[config.mk]
export PLATFORM = sky130hd
export DESIGN_NAME = tx_source_arbiter
export DESIGN_NICKNAME = d
export VERILOG_FILES = /design/src/rtl/tx_source_arbiter.sv
export SDC_FILE = /design/constraint.sdc
export NUM_CORES = 1
export LEC_CHECK = 0
export ABC_AREA = 0
export ABC_CLOCK_PERIOD_IN_PS = 4100
export BUFFER_PORTS_ARGS = -buffer_cell sky130_fd_sc_hd__buf_2
export CAP_MARGIN = 30
export CORE_ASPECT_RATIO = 0.8
export CORE_MARGIN = 4
export CORE_UTILIZATION = 35
export CTS_CLUSTER_SIZE = 14
export DETAILED_ROUTE_END_ITERATION = 8
export PLACE_DENSITY = 0.55
export SLEW_MARGIN = 10
export SYNTH_ARGS = -nofsm -noshare
export SYNTH_HDL_FRONTEND = slang
export SYNTH_SLANG_ARGS = --single-unit
export TNS_END_PERCENT = 1
[constraint.sdc]
create_clock -name Clock -period 4.1 [get_ports Clock]
set_clock_uncertainty 0.2 [all_clocks]
set_input_delay 0.41 -clock Clock [delete_from_list [all_inputs] [get_ports Clock]]
set_output_delay 0.41 -clock Clock [all_outputs]
set_load 0.005 [all_outputs]
[src/rtl/tx_source_arbiter.sv]
// Shares one UART transmitter between a one-byte general holding register and bursts from the ADC FIFO.
// Define TX_ARB_HEADER_EN to begin every ADC burst with HEADER_BYTE; header sending is absent by default.
module tx_source_arbiter #(
    parameter int         ADC_BURST   = 16,
    parameter logic [7:0] HEADER_BYTE = 8'hA5
) (
    input  logic       Clock,
    input  logic       Reset,
    input  logic [7:0] generalData,
    input  logic       generalDataWrite,
    input  logic       adcStreamReady,
    input  logic [7:0] adcData,
    input  logic       adcDataValid,
    input  logic       txBusy,
    output logic       adcDataStrobe,
    output logic [7:0] txData,
    output logic       txStart,
    output logic       generalBusy,
    output logic       generalOverflow,
    output logic       adcTimeout
);

    localparam logic [7:0] BURST_LIMIT = 8'(ADC_BURST);

    typedef enum logic [2:0] {
        IDLE      = 3'd0,
        GEN_SEND  = 3'd1,
        ADC_REQ   = 3'd2,
        ADC_WAITV = 3'd3,
        ADC_SEND  = 3'd4,
        TX_WAIT   = 3'd5
`ifdef TX_ARB_HEADER_EN
        ,
        HDR_SEND  = 3'd6
`endif
    } state_e;

    typedef enum logic [1:0] {SRC_GEN, SRC_ADC, SRC_HDR} src_e;

    state_e     state_q, state_d;
    src_e       src_q, src_d;
    logic [1:0] tmr_q, tmr_d;
    logic [7:0] burst_cnt_q, burst_cnt_d;
    logic [7:0] tx_data_q, tx_data_d;
    logic       tx_start_q, tx_start_d;
    logic       gen_full_q, gen_full_d;
    logic [7:0] gen_data_q, gen_data_d;
    logic       gen_ovf_q, gen_ovf_d;

    logic gen_launch, hdr_launch, adc_launch;
    logic adc_latch, adc_expire, tx_done, burst_end;

    assign gen_launch = (state_q == GEN_SEND) && !txBusy;
    assign adc_launch = (state_q == ADC_SEND) && !txBusy;
    assign adc_latch  = (state_q == ADC_WAITV) && adcDataValid;
    // Timer counts 0..3 over the four cycles following the strobe.
    assign adc_expire = (state_q == ADC_WAITV) && !adcDataValid && (tmr_q == 2'd3);
    assign tx_done    = (state_q == TX_WAIT) && tmr_q[1] && !txBusy;
    assign burst_end  = (burst_cnt_q == BURST_LIMIT) || !adcStreamReady;

`ifdef TX_ARB_HEADER_EN
    assign hdr_launch = (state_q == HDR_SEND) && !txBusy;
`else
    assign hdr_launch = 1'b0;
`endif

    // NOTE: asynchronous reset in the sensitivity list; flops use non-blocking assignments only.
    always_ff @(posedge Clock or negedge Reset) begin
        if (!Reset) begin
            state_q <= IDLE;
        end else begin
            state_q <= state_d;
        end
    end

    always_comb begin
        // NOTE: default assignment first so no path leaves state_d unassigned (no latch).
        state_d = state_q;
        case (state_q)
            IDLE: begin
                if (gen_full_q) begin
                    state_d = GEN_SEND;
                end else if (adcStreamReady) begin
`ifdef TX_ARB_HEADER_EN
                    state_d = HDR_SEND;
`else
                    state_d = ADC_REQ;
`endif
                end
            end
            GEN_SEND:  if (gen_launch) state_d = TX_WAIT;
`ifdef TX_ARB_HEADER_EN
            HDR_SEND:  if (hdr_launch) state_d = TX_WAIT;
`endif
            ADC_REQ:   state_d = ADC_WAITV;
            ADC_WAITV: begin
                if (adc_latch) begin
                    state_d = ADC_SEND;
                end else if (adc_expire) begin
                    state_d = IDLE;
                end
            end
            ADC_SEND:  if (adc_launch) state_d = TX_WAIT;
            TX_WAIT: begin
                if (tx_done) begin
                    case (src_q)
                        SRC_ADC: state_d = burst_end ? IDLE : ADC_REQ;
                        SRC_HDR: state_d = ADC_REQ;
                        default: state_d = IDLE;
                    endcase
                end
            end
            default:   state_d = IDLE;
        endcase
    end

    always_comb begin
        tx_start_d = gen_launch | hdr_launch | adc_launch;

        tx_data_d = tx_data_q;
        if (gen_launch) begin
            tx_data_d = gen_data_q;
        end else if (hdr_launch) begin
            tx_data_d = HEADER_BYTE;
        end else if (adc_latch) begin
            tx_data_d = adcData;
        end

        src_d = src_q;
        if (gen_launch) src_d = SRC_GEN;
        if (hdr_launch) src_d = SRC_HDR;
        if (adc_launch) src_d = SRC_ADC;

        burst_cnt_d = burst_cnt_q;
        if (adc_launch) begin
            burst_cnt_d = burst_cnt_q + 8'd1;
        end else if (adc_expire || (tx_done && (src_q == SRC_ADC) && burst_end)) begin
            burst_cnt_d = 8'd0;
        end

        // A write in the launch cycle refills the register instead of overflowing.
        gen_full_d = gen_full_q && !gen_launch;
        gen_data_d = gen_data_q;
        gen_ovf_d  = gen_ovf_q;
        if (generalDataWrite) begin
            if (!gen_full_q || gen_launch) begin
                gen_full_d = 1'b1;
                gen_data_d = generalData;
            end else begin
                gen_ovf_d = 1'b1;
            end
        end

        if (state_d != state_q) begin
            tmr_d = 2'd0;
        end else if (tmr_q != 2'd3) begin
            tmr_d = tmr_q + 2'd1;
        end else begin
            tmr_d = tmr_q;
        end
    end

    always_ff @(posedge Clock or negedge Reset) begin
        if (!Reset) begin
            src_q       <= SRC_GEN;
            tmr_q       <= 2'd0;
            burst_cnt_q <= 8'd0;
            tx_data_q   <= 8'd0;
            tx_start_q  <= 1'b0;
            gen_full_q  <= 1'b0;
            gen_data_q  <= 8'd0;
            gen_ovf_q   <= 1'b0;
        end else begin
            src_q       <= src_d;
            tmr_q       <= tmr_d;
            burst_cnt_q <= burst_cnt_d;
            tx_data_q   <= tx_data_d;
            tx_start_q  <= tx_start_d;
            gen_full_q  <= gen_full_d;
            gen_data_q  <= gen_data_d;
            gen_ovf_q   <= gen_ovf_d;
        end
    end

    always_comb begin
        adcDataStrobe = (state_q == ADC_REQ);
        adcTimeout    = adc_expire;
    end

    assign txData          = tx_data_q;
    assign txStart         = tx_start_q;
    assign generalBusy     = gen_full_q;
    assign generalOverflow = gen_ovf_q;

endmodule
==> results of run 1 <==
-- cell usage in the layout, fill, tap and decap left out, types with 2 or more instances in the layout --
cell | Yosys | layout
nor2_1 | 3 | 3
nand3_1 | 5 | 5
nand2b_1 | 4 | 4
dfrtp_1 | 33 | 33
a31oi_1 | 4 | 4
mux2_4 | 8 | 8
nor3_1 | 4 | 4
xor2_1 | 2 | 2
or4b_4 | 2 | 2
buf_2 | 1 | 35
a21oi_1 | 2 | 2
o21ai_1 | 12 | 12
o21ai_0 | 2 | 2
clkbuf_8 | 0 | 5
inv_1 | 6 | 6
ha_1 | 3 | 3
nor4b_2 | 2 | 2
mux2i_1 | 11 | 11
a211oi_1 | 2 | 2
nor2b_1 | 2 | 2
o31ai_1 | 2 | 2
nor3b_1 | 2 | 2
nor4_1 | 2 | 2
nand2_1 | 24 | 24
clkinv_2 | 0 | 2
-- final timing paths --
kind | start | endpoint | slack (ns)
worst min-delay path | Reset | burst_cnt_q[0] | -0.02
worst max register to register | state_q[2] | gen_data_q[7] | 2.02
worst min register to register | generalOverflow | generalOverflow | 0.26
min in group Clock | generalData[4] | gen_data_q[4] | 0.16
worst max-delay path | state_q[1] | adcTimeout | 1.99
max in group asynchronous | Reset | gen_data_q[7] | 3.24
-- power by group --
| group | total [mW] | internal (mW) | switching (mW) |
|---|---|---|---|
| Sequential | 0.569 | 0.447 | 0.121 |
| Combinational | 0.399 | 0.220 | 0.180 |
| Clock | 0.238 | 0.117 | 0.121 |
-- layer usage --
layer | wire length [microns] | part of all wire | up-vias
met5 | 0 | 0 | -
met4 | 33 | 0.0087 | 0
met3 | 160 | 0.042 | 5
met2 | 1813 | 0.48 | 22
met1 | 1768 | 0.47 | 651
li1 | - | - | 651
-- sequential cells by signal, indices dropped and copies added (netlist names) --
signal	flops
burst_cnt_q	8
gen_data_q	8
txData	8
state_q	3
tmr_q	2
generalBusy	1
generalOverflow	1
src_q	1
txStart	1
-- kinds of logic after synthesis --
kind of cell,Yosys count,synth area share
AOI/OAI and AO/OA,33,0.1225
adders and majority gates,3,0.02188
and+or+nand+nor,58,0.1955
DFF,33,0.4814
muxes,19,0.1342
buffers and inverters,12,0.02917
xor gates and xnor gates,3,0.01532
-- through the flow --
step	util	hold WS (ns)
2_1_floorplan	-	-0.08559
3_3_place_gp	0.4155	0.2684
3_5_place_dp	0.4166	0.2547
4_1_cts	0.4352	0.02011
5_1_grt	0.4352	0.05861
6_report	0.4352	-0.01745
-- layout make-up --
cell class,count,area share
multi-input combinational,116,0.4147
sequential,33,0.4079
timing repair buffer,35,0.08653
tap,60,0.03708
clock buffer,5,0.03399
inverter,6,0.01112
clock inverter,3,0.008653
==> impl_metrics.yaml, run 1 <==
cells_and_area:
  fin_cells: 258
  drive_gt1_frac: 0.3030
  stdcell_area_sq_um: 2024
  nFillCells: 460
  multi_input_area_sq_um: 839.6
  areaGrowthSynthToFinish_pct: 18.02
  num_antenna_cells: 0
  seq_area_sq_um: 825.8
  fin_nets: 222
global_routing:
  use_met1: 0.1769
  grt.met3_usage: 0.03842
  antenna_found_initial: 0
  grt_use_met2: 0.2147
  groute.usage.overall: 0.1335
  busiest_layer: "met2"
  grt_pass1_vias: 1318
  grt_max_degree: 34
  overflow: 0
  grt_pass1_wl_microns: 6410
timing:
  min_period_ns: 2.107
  fin_setup_tns_ns: 0
  rsz0062_at_grt: "false"
  fin_ws_ns: 1.993
  slew_headroom: 0.5107
  fin_crit_sh: 0.5139
  tightestPinTransition_ns: 0.7340
  worst_hold_slack_ns: -0.01745
  setup_viol: 0
  slew_viol_final: 0
  fmaxAchievable_ghz: 0.4746
  hold_violations: 25
logic_synthesis:
  syn-num-nets: 186
  seq_area_frac_synth: 0.4814
  synth_top_area_frac: 0.4814
  synthDistinctLibCells: 43
  synth_edf_count: 0
  synthTopCellsByCount: "33 x dfrtp_1, 24 x nand2_1, 12 x o21ai_1"
  synthArstFlopShare: 1.000
  synthMostInstantiatedCell: "dfrtp_1"
  yosysTopAreaCell: "dfrtp_1"
  synth_warnings: 0
  synth_area_sq_um: 1715
  syn_area_per_cell_sq_um: 10.65
  synth_seq_cells: 33
  ys.flop_type: "dfrtp_1"
  syn_inst: 161
  yosys-top-cells-area: "dfrtp_1 48%, mux2_4 7.0%, mux2i_1 6.4%"
setup_path:
  cp_max_fo: 16
  reg2regPathDepth: 4
  crit_cells: 4
  arrival_ns: 1.50
  critPathSlowestCell: "dfrtp_1"
  cp.required_ns: 3.49
  worst-path-buf-inv: 2
  crit_chain: "and3b_1, nand3_1, inv_1, buf_2"
  crit_path_end_kind: "primary output"
  slowest_delay_ns: 0.63
  crit_family: "flip-flops"
  cp-start-kind: "flip-flop"
  criticalPathCategory: "reg2out"
floorplanning:
  rows: 22
  die_area_sq_um: 6092
  coreArea_sq_um: 4652
  die_width_microns: 86.27
  fp.dieH_microns: 70.62
  io_pins: 35
  start_util: 0.3687
routing:
  final_antenna_net_count: 0
  wl_microns: 3775
  vias: 1329
  drc: 0
  wl_per_cell_microns: 14.63
  drtIter0Drc: 69
  dr.pass1.iters: 6
  routed_via_density: 5.151
worst_hold_path:
  hold_class: "in2async"
clock_tree:
  cts_root_buf: "clkbuf_8"
  clockBufferDepth: 2
  clkTransAtPathRegs_ns: 0.07
  htree_levels: 2
  cts_tree: "done"
  cts_hold_buf: 0
  numCtsBuffers: 5
  cts.repair.resized: 0
  clkLatencyLatePin_ns: 0.28
  post_cts_buffers: 0
  cts_sinks: 33
job:
  drv_cap: 0
power:
  peakVddDrop_mv: 0.3095
  power.leakage_nw: 0.9972
  p_per_area_nw_per_um2: 595.6
  fin_total_pwr_mw: 1.206
placement:
  placedCellCount: 250
  gp_congestion: 0.8078
  dpl.hpwl_microns: 2731
  io_buffers: 34
  place_area_sq_um: 1938
  dpl_worst_slack_ns: 2.027
status:
  status: "finished with violations"
  violations: "negative hold slack"
Power figures use the tool's default switching activity.
==> run 2: changes to the inputs <==
- ABC_CLOCK_PERIOD_IN_PS: 4100 -> 2000
- clock period: 4.1 -> 2 ns (I/O delays scaled with it)
==> run 2 against run 1 <==
The run now ends clean. Design area is 11% higher. Cell count increased by 7.4%. Global-route usage rose by 0.42 points. Setup slack got worse by 1.9 ns. Worst hold slack gained 0.031 ns. Sequential power grew 97%. Die area unchanged. Critical endpoint is now tmr_q[0].
==> impl_metrics.yaml, run 2 (synthesized netlist as in run 1, its figures left out) <==
floorplanning:
  start_util: 0.3687
  fp.dieH_microns: 70.62
  die_area_sq_um: 6092
  die_width_microns: 86.27
  io_pins: 35
  coreArea_sq_um: 4652
  rows: 22
routing:
  dr.pass1.iters: 4
  routed_via_density: 5.011
  wl_microns: 3823
  wl_per_cell_microns: 13.80
  drtIter0Drc: 82
  drc: 0
  final_antenna_net_count: 0
  vias: 1388
global_routing:
  overflow: 0
  grt_max_degree: 34
  grt_pass1_vias: 1476
  groute.usage.overall: 0.1377
  grt_pass1_wl_microns: 6775
  antenna_found_initial: 0
timing:
  slew_headroom: 0.5112
  hold_violations: 0
  min_period_ns: 1.911
  worst_hold_slack_ns: 0.01362
  fin_crit_sh: 0.9555
  setup_viol: 0
  slew_viol_final: 0
  rsz0062_at_grt: "true"
  fmaxAchievable_ghz: 0.5233
  tightestPinTransition_ns: 0.7332
setup_path:
  crit_chain: "inv_1, ha_1, nor4b_2, a31oi_2, a311o_1, a211oi_2"
  cp_max_fo: 4
  crit_path_end_kind: "flip-flop"
  cp.required_ns: 1.99
  r2r-end: "tmr_q[0]"
  cp-start-kind: "flip-flop"
  reg2regPathDepth: 6
  r2r_slack_ns: 0.09
  r2r_start: "burst_cnt_q[1]"
  slowest_delay_ns: 0.42
  arrival_ns: 1.90
  crit_start: "burst_cnt_q[1]"
  critPathSlowestCell: "dfrtp_1"
  criticalPathCategory: "reg2reg"
clock_tree:
  clockBufferDepth: 2
  numCtsBuffers: 5
  cts_sinks: 33
  clkTransAtPathRegs_ns: 0.07
  htree_levels: 2
  cts_root_buf: "clkbuf_8"
  cts_tree: "done"
  clkLatencyLatePin_ns: 0.27
  post_cts_buffers: 0
placement:
  placedCellCount: 255
  io_buffers: 34
  place_area_sq_um: 1978
  dpl.hpwl_microns: 2674
  gp_congestion: 0.8109
worst_hold_path:
  hold_path_end: "txData[1]"
  worst_hold_path.num_cells: 3
  hp-start: "adcData[1]"
  hold_class: "in2reg"
cells_and_area:
  multi_input_area_sq_um: 859.6
  drive_gt1_frac: 0.3134
  nFillCells: 429
  seq_area_sq_um: 825.8
  finalCoreUtilization: 0.4847
  mostFrequentLayoutCells: "34 x buf_2, 33 x dfrtp_1, 24 x nand2_1"
  final_common_cell: "buf_2"
  fin_cells: 277
  fin_nets: 241
  areaGrowthSynthToFinish_pct: 31.44
  stdcell_area_sq_um: 2255
  num_antenna_cells: 0
job:
  drv_cap: 0
power:
  peakVddDrop_mv: 0.4582
  p_per_area_nw_per_um2: 1200
  fin_total_pwr_mw: 2.706
  power.leakage_nw: 1.098
status:
  status: "completed"
-- run 2: cell types whose count changed in the layout (fill, tap and decap cells not counted), moves of 2 or more --
cell	delta
dlygate4sd3_1	+14
buf_4	+6
a211oi_1	-2
a211oi_2	+2
clkinv_2	-2
-- run 2: metrics by stage --
stage | TNS [ns] | setup slack, ns
2_1_floorplan | 0 | 0.1873
3_3_place_gp | 0 | 0.1242
3_5_place_dp | 0 | 0.05181
4_1_cts | 0 | 0.04588
5_1_grt | -0.01436 | -0.007326
6_report | 0 | 0.08899
-- run 2: power breakdown --
group          total [mW]  leakage [nW]  internal, mW  switching, mW
clock               0.638        0.0585         0.406          0.232
sequential           1.12         0.407         0.918          0.199
combinational       0.951         0.632         0.515          0.436
total                2.71          1.10          1.84          0.866
-- run 2: how the worst max path moves through the flow --
stage | slack (ns) | end | cells after the start
floorplan | 0.19 | gen_data_q[0] | 4
global placement | 0.12 | gen_data_q[5] | 4
detailed placement | 0.05 | burst_cnt_q[5] | 6
CTS | 0.05 | tmr_q[0] | 6
global route | -0.007 | tmr_q[1] | 6
finish | 0.09 | tmr_q[0] | 6
-- run 2: what timing repair did --
item / 4_1_cts / 5_1_grt
setup endpoints to repair: 0 / 9
hold buffers: 14 / 0
gates resized for setup: 0 / 4
hold endpoints to repair: 46 / 0
-- run 2: area by class of cell --
cell class | count | area share
tap | 60 | 0.03330
inverter | 6 | 0.009989
clock buffer | 7 | 0.03829
timing repair buffer | 54 | 0.1576
sequential | 33 | 0.3663
clock inverter | 1 | 0.01332
multi-input combinational | 116 | 0.3812
-- run 2: per-layer routing --
layer  track usage  share of wire
met5             0              0
met4       0.05017          0.015
met3       0.03376          0.039
met2        0.2233           0.46
met1        0.1793           0.48
-- run 2: critical path, delay by kind of cell, from the launching register on --
kind	cells	cell delay, ns
adder cells (fa/ha/maj)	1	0.13
AO/OA/AOI/OAI	3	0.77
flip-flops	1	0.42
AND/OR/NAND/NOR	1	0.21
buffers and inverters	1	0.09
